## src/rtl/if_fetch_stage.sv

```systemverilog
// ----------------------------------------------------------------------------
// if_fetch_stage
//   Instruction-fetch stage of the pipelined MIPS core. It owns the PC and
//   drives a synchronous instruction memory with a 1-cycle read latency. It
//   presents the IF/ID payload (instr, pc, pc+4, valid) to decode.
//
//   Ports
//     clk, rst        single clock, synchronous active-high reset
//     stall           hazard unit hold: payload and PC freeze
//     redirect_valid  taken branch/jump this cycle; beats stall
//     redirect_pc     redirect target (low two bits are dropped)
//     imem_addr       combinational read address to instruction memory
//     imem_rdata      word for the address presented last cycle
//     ifid_instr/pc/pc4/valid  payload to decode
//     addr_err        sticky flag for a misaligned redirect target
//     fetch_count     number of fetches issued (wraps)
// ----------------------------------------------------------------------------
module if_fetch_stage #(
  parameter int unsigned       ADDR_W   = 32,
  parameter logic [ADDR_W-1:0] RESET_PC = '0
) (
  input  logic              clk,
  input  logic              rst,
  input  logic              stall,
  input  logic              redirect_valid,
  input  logic [ADDR_W-1:0] redirect_pc,
  output logic [ADDR_W-1:0] imem_addr,
  input  logic [31:0]       imem_rdata,
  output logic [31:0]       ifid_instr,
  output logic [ADDR_W-1:0] ifid_pc,
  output logic [ADDR_W-1:0] ifid_pc4,
  output logic              ifid_valid,
  output logic              addr_err,
  output logic [31:0]       fetch_count
);

  localparam logic [ADDR_W-1:0] PC_STEP = ADDR_W'(4);

  // pc:     next address to fetch
  // req_pc: address whose data is currently on imem_rdata
  typedef struct packed {
    logic [ADDR_W-1:0] pc;
    logic [ADDR_W-1:0] req_pc;
    logic              req_valid;
    logic              addr_err;
    logic [31:0]       fetch_count;
  } fetch_state_t;

  fetch_state_t st_q, st_d;

  logic [ADDR_W-1:0] tgt;
  logic              misaligned;

  assign tgt        = {redirect_pc[ADDR_W-1:2], 2'b00};
  assign misaligned = |redirect_pc[1:0];

  // Read address. A stall re-reads the address already in flight so the
  // memory keeps returning the same word while decode is held.
  always_comb begin
    imem_addr = st_q.pc;
    if (rst)                 imem_addr = RESET_PC;
    else if (redirect_valid) imem_addr = tgt;
    else if (stall)          imem_addr = st_q.req_pc;
  end

  // Next state: redirect > stall > sequential fetch.
  always_comb begin
    st_d = st_q;
    if (redirect_valid) begin
      st_d.req_pc      = tgt;
      st_d.pc          = tgt + PC_STEP;
      st_d.req_valid   = 1'b1;
      st_d.fetch_count = st_q.fetch_count + 32'd1;
      st_d.addr_err    = st_q.addr_err | misaligned;
    end else if (!stall) begin
      st_d.req_pc      = st_q.pc;
      st_d.pc          = st_q.pc + PC_STEP;
      st_d.req_valid   = 1'b1;
      st_d.fetch_count = st_q.fetch_count + 32'd1;
    end
  end

  always_ff @(posedge clk) begin
    if (rst) begin
      st_q <= '{pc: RESET_PC, req_pc: RESET_PC, req_valid: 1'b0,
                addr_err: 1'b0, fetch_count: 32'd0};
    end else begin
      st_q <= st_d;
    end
  end

  // Payload. The word on imem_rdata belongs to the path being abandoned
  // when a redirect arrives, so it is squashed in the same cycle. Reset
  // forces the documented idle values even before the first clock edge.
  assign ifid_instr  = imem_rdata;
  assign ifid_pc     = rst ? RESET_PC : st_q.req_pc;
  assign ifid_pc4    = ifid_pc + PC_STEP;
  assign ifid_valid  = st_q.req_valid & ~redirect_valid & ~rst;
  assign addr_err    = st_q.addr_err & ~rst;
  assign fetch_count = rst ? 32'd0 : st_q.fetch_count;

endmodule
```

## config.mk

```make
export PLATFORM = sky130hd
export DESIGN_NAME = if_fetch_stage
export DESIGN_NICKNAME = d
export VERILOG_FILES = /design/src/rtl/if_fetch_stage.sv
export SDC_FILE = /design/constraint.sdc
export NUM_CORES = 1
export LEC_CHECK = 0
export ABC_CLOCK_PERIOD_IN_PS = 4500
export CAP_MARGIN = 20
export CORE_UTILIZATION = 40
export DETAILED_ROUTE_END_ITERATION = 6
export GPL_ROUTABILITY_DRIVEN = 0
export GPL_TIMING_DRIVEN = 0
export PLACE_DENSITY = 0.83
export SLEW_MARGIN = 20
export SYNTH_ARGS = -nofsm -noshare
export SYNTH_HDL_FRONTEND = slang
export SYNTH_SLANG_ARGS = --single-unit
```

## constraint.sdc

```tcl
create_clock -name clk -period 4.5 [get_ports clk]
set_clock_uncertainty 0.1 [all_clocks]
set_input_delay 0.675 -clock clk [delete_from_list [all_inputs] [get_ports clk]]
set_output_delay 0.675 -clock clk [all_outputs]
set_load 0.02 [all_outputs]
```

==> flow_summary.json, run 1 <==
{
  "fin_ws_ps": 135,
  "start_util_pct": 41.6,
  "min-delay-start": "st_q[26]",
  "num_vias": 6906,
  "wl_per_cell_microns": 17.4,
  "crit_family": "buffers and inverters",
  "post-place-ws_ps": -1200,
  "hold_violations": 0,
  "r2r-start": "st_q[71]",
  "ys_warn_count": 0,
  "cts_tree": "done",
  "clock-root-buffer": "clkbuf_16",
  "synth-seq-area-share_pct": 29.3,
  "tritoncts.num_buffers": 9,
  "antenna_cells": 0,
  "fmax_mhz": 229,
  "cap_viol_max_count": 0,
  "cp-startpoint": "rst",
  "dp_cells": 1249,
  "routed_wl_microns": 22000,
  "area_delta_synth_final_pct": 39.9,
  "drt_drc_violations_left": 0,
  "finalCriticalPeriod_ps": 4360,
  "grt_pass1_vias": 6486,
  "ir_drop_uv": 198,
  "slew_headroom_pct": 40.9,
  "antenna_left": 0,
  "grt_pass1_wl_microns": 33400,
  "p_leak_nw": 3.38,
  "finalSetupViolations": 0,
  "rows": 45,
  "fillers": 1446,
  "powerDensity_nw_per_um2": 246,
  "cts_htree_levels": 3,
  "hold_buffers": 0,
  "async_flop_share_pct": 0,
  "grt.overflow.total": 0,
  "fin_crit_sh_pct": 97.0,
  "critPathLaunchType": "primary input",
  "cp_slowest_cell": "or4_4",
  "io_buffers": 191,
  "dr.pass1.iters": 5,
  "rsz0062_at_grt": "no",
  "ios": 230,
  "die_h_microns": 129,
  "core_sq_um": 15400,
  "die_w_microns": 129,
  "viasPerCell": 5.45,
  "cts_buffer_depth": 2,
  "critPathMaxFanout": 10,
  "path_clk_slew_ps": 60,
  "drt_iter0_drc": 645,
  "top_regs": "st_q (94)",
  "cts_sinks": 94,
  "clkLatencyLatePin_ps": 350,
  "crit_path_max_incr_delay_ps": 470,
  "worst-path-buf-inv": 8,
  "synth_cell_types": 49,
  "slew_violations": 0,
  "synth_edf_count": 0,
  "worst_slew_pin_slew_ps": 884,
  "syn_inst": 842,
  "antenna_found_initial": 0,
  "path_cells": "buf_2, clkbuf_8, buf_4, clkbuf_8, nand2b_1, inv_1, ha_1, inv_1, or3_1, buf_2, or4_4, xnor2_1, dlygate4sd2_1",
  "endpoint_kind": "output port",
  "hold_path_class": "reg2reg",
  "drive_gt1_share_pct": 8.80,
  "dp.final_hpwl_microns": 17100,
  "largest_reg_flops": 94,
  "grtUsageTotal_pct": 26.1,
  "dieArea_sq_um": 16600,
  "synth_ff_type": "dfxtp_1",
  "critPathArrivalTime_ps": 3590,
  "fin_nets": 1124,
  "grt_max_degree": 20,
  "outcome": "completed",
  "final_cells": 1268,
  "critPathKind": "in2out",
  "avgSynthCellArea_sq_um": 7.63,
  "critPathRequiredTime_ps": 3720,
  "synth-seq-cells": 94,
  "syn_area_sq_um": 6420,
  "regMostFlops": "st_q"
}
==> metal layers <==
layer  global-route usage (%)  vias up  routed length [microns]
met2                     42.2      395                     9990
met5                        0        -                        0
li1                         -     3273                        -
met3                     6.15       48                     2180
met4                     10.1        0                      689
met1                     33.6     3190                     9160
==> layout by cell type, fill, tap and decap left out, types with 17 or more instances in the layout <==
master,synthesis,final
a21oi_1,34,34
inv_1,17,17
xor2_1,45,45
nand2_1,36,36
xnor2_1,56,56
nand3_1,40,40
a211oi_1,27,27
mux2i_1,27,27
nor3_1,24,24
nand4_1,32,32
clkdlybuf4s50_1,0,182
nor2b_1,65,65
buf_4,38,44
clkbuf_1,30,26
dfxtp_1,94,94
nor2_1,142,142
==> per-stage QoR <==
step / power (W) / TNS [ps] / hold slack [ps] / utilization, % / cell area, sq um
floorplan: 0.00121 / 0 / 332 / - / 6440
global placement: 0.00142 / -19250 / 376 / 55.9 / 8620
detailed placement: 0.00143 / -19690 / 409 / 55.9 / 8620
CTS: 0.00221 / 0 / 417 / 58.1 / 8960
global route: 0.00228 / 0 / 454 / 58.3 / 8990
finish: 0.00221 / 0 / 416 / 58.3 / 8990
==> worst min-delay path, stage by stage, from the launching register on <==
cell,delay [ps]
dfxtp_1,330
o21ai_0,80
a21oi_1,60
==> report_power, final <==
| part | leakage (nW) | switching, W | internal, W |
|---|---|---|---|
| logic | 2.45 | 0.000273 | 0.000228 |
| registers | 0.772 | 0.0000507 | 0.000871 |
| clock network | 0.152 | 0.000325 | 0.000458 |
| total | 3.38 | 0.000649 | 0.00156 |
==> synthesized netlist by cell type (2+ instances only) <==
| cell | number | area [sq um] |
|---|---|---|
| a31oi_1 | 3 | 18.8 |
| nor2b_1 | 65 | 407 |
| or4_1 | 4 | 30.0 |
| and3_1 | 15 | 93.8 |
| buf_2 | 12 | 60.1 |
| nand3b_1 | 2 | 15.0 |
| or3_1 | 8 | 50.1 |
| nand4_2 | 2 | 25.0 |
| a31o_2 | 2 | 17.5 |
| nand3_1 | 40 | 200 |
| clkbuf_1 | 30 | 113 |
| o22ai_1 | 12 | 75.1 |
| and4b_1 | 2 | 20.0 |
| xnor2_1 | 56 | 490 |
| inv_1 | 17 | 63.8 |
| xor2_1 | 45 | 394 |
| and2_1 | 5 | 31.3 |
| dfxtp_1 | 94 | 1880 |
| nand2b_1 | 5 | 31.3 |
| o21ai_0 | 7 | 35.0 |
| nand2_1 | 36 | 135 |
| o31ai_1 | 3 | 22.5 |
| nor2_1 | 142 | 533 |
| mux2i_1 | 27 | 270 |
| nor3_1 | 24 | 120 |
| ha_1 | 4 | 50.1 |
| mux2_2 | 2 | 22.5 |
| a211oi_1 | 27 | 203 |
| buf_4 | 38 | 285 |
| a21oi_1 | 34 | 170 |
| and4_1 | 13 | 114 |
| nor4_1 | 10 | 62.6 |
| nand4_1 | 32 | 200 |
| buf_1 | 9 | 33.8 |
==> path summary, 6_finish.rpt <==
| kind | end | slack (ps) | cells past startpoint |
|---|---|---|---|
| worst max-delay path | ifid_pc4[18] | 140 | 13 |
| worst min-delay path | st_q[26] | 420 | 2 |
| worst max register to register | st_q[80] | 2190 | 7 |
| worst min register to register | st_q[26] | 420 | 2 |
==> final cells by class <==
cell class	count	area, sq um	area share, %
well taps	211	264	2.94
inverters	17	63.8	0.710
flip-flops and latches	94	1880	20.9
plain buffers	89	526	5.85
repair buffers	195	1930	21.5
multi-input cells	646	4020	44.7
clock inverters	4	45.0	0.501
clock buffers	12	256	2.85
==> cells by family after synthesis <==
kind of cell	count (synthesis)	share of synthesized area, %
multiplexers	29	4.56
buffers and inverters	107	8.82
other	1	0.0584
AND/OR/NAND/NOR	413	33.6
AO/OA/AOI/OAI	93	9.13
flip-flops	94	29.3
XOR/XNOR	101	13.8
adder cells (fa/ha/maj)	4	0.779
==> repair_timing <==
item | in CTS | in global routing
pin swaps | 1 | 1
setup endpoints to repair | 51 | 8
gates resized for setup | 25 | 7
setup buffers | 1 | 3
(Power assumes the default switching activity.)
==> inputs of run 2 (changes only) <==
- HOLD_SLACK_MARGIN: not set -> 0.12
==> results of run 2 <==
Same layout as run 1: the final DEF is identical, and so are final timing and power.
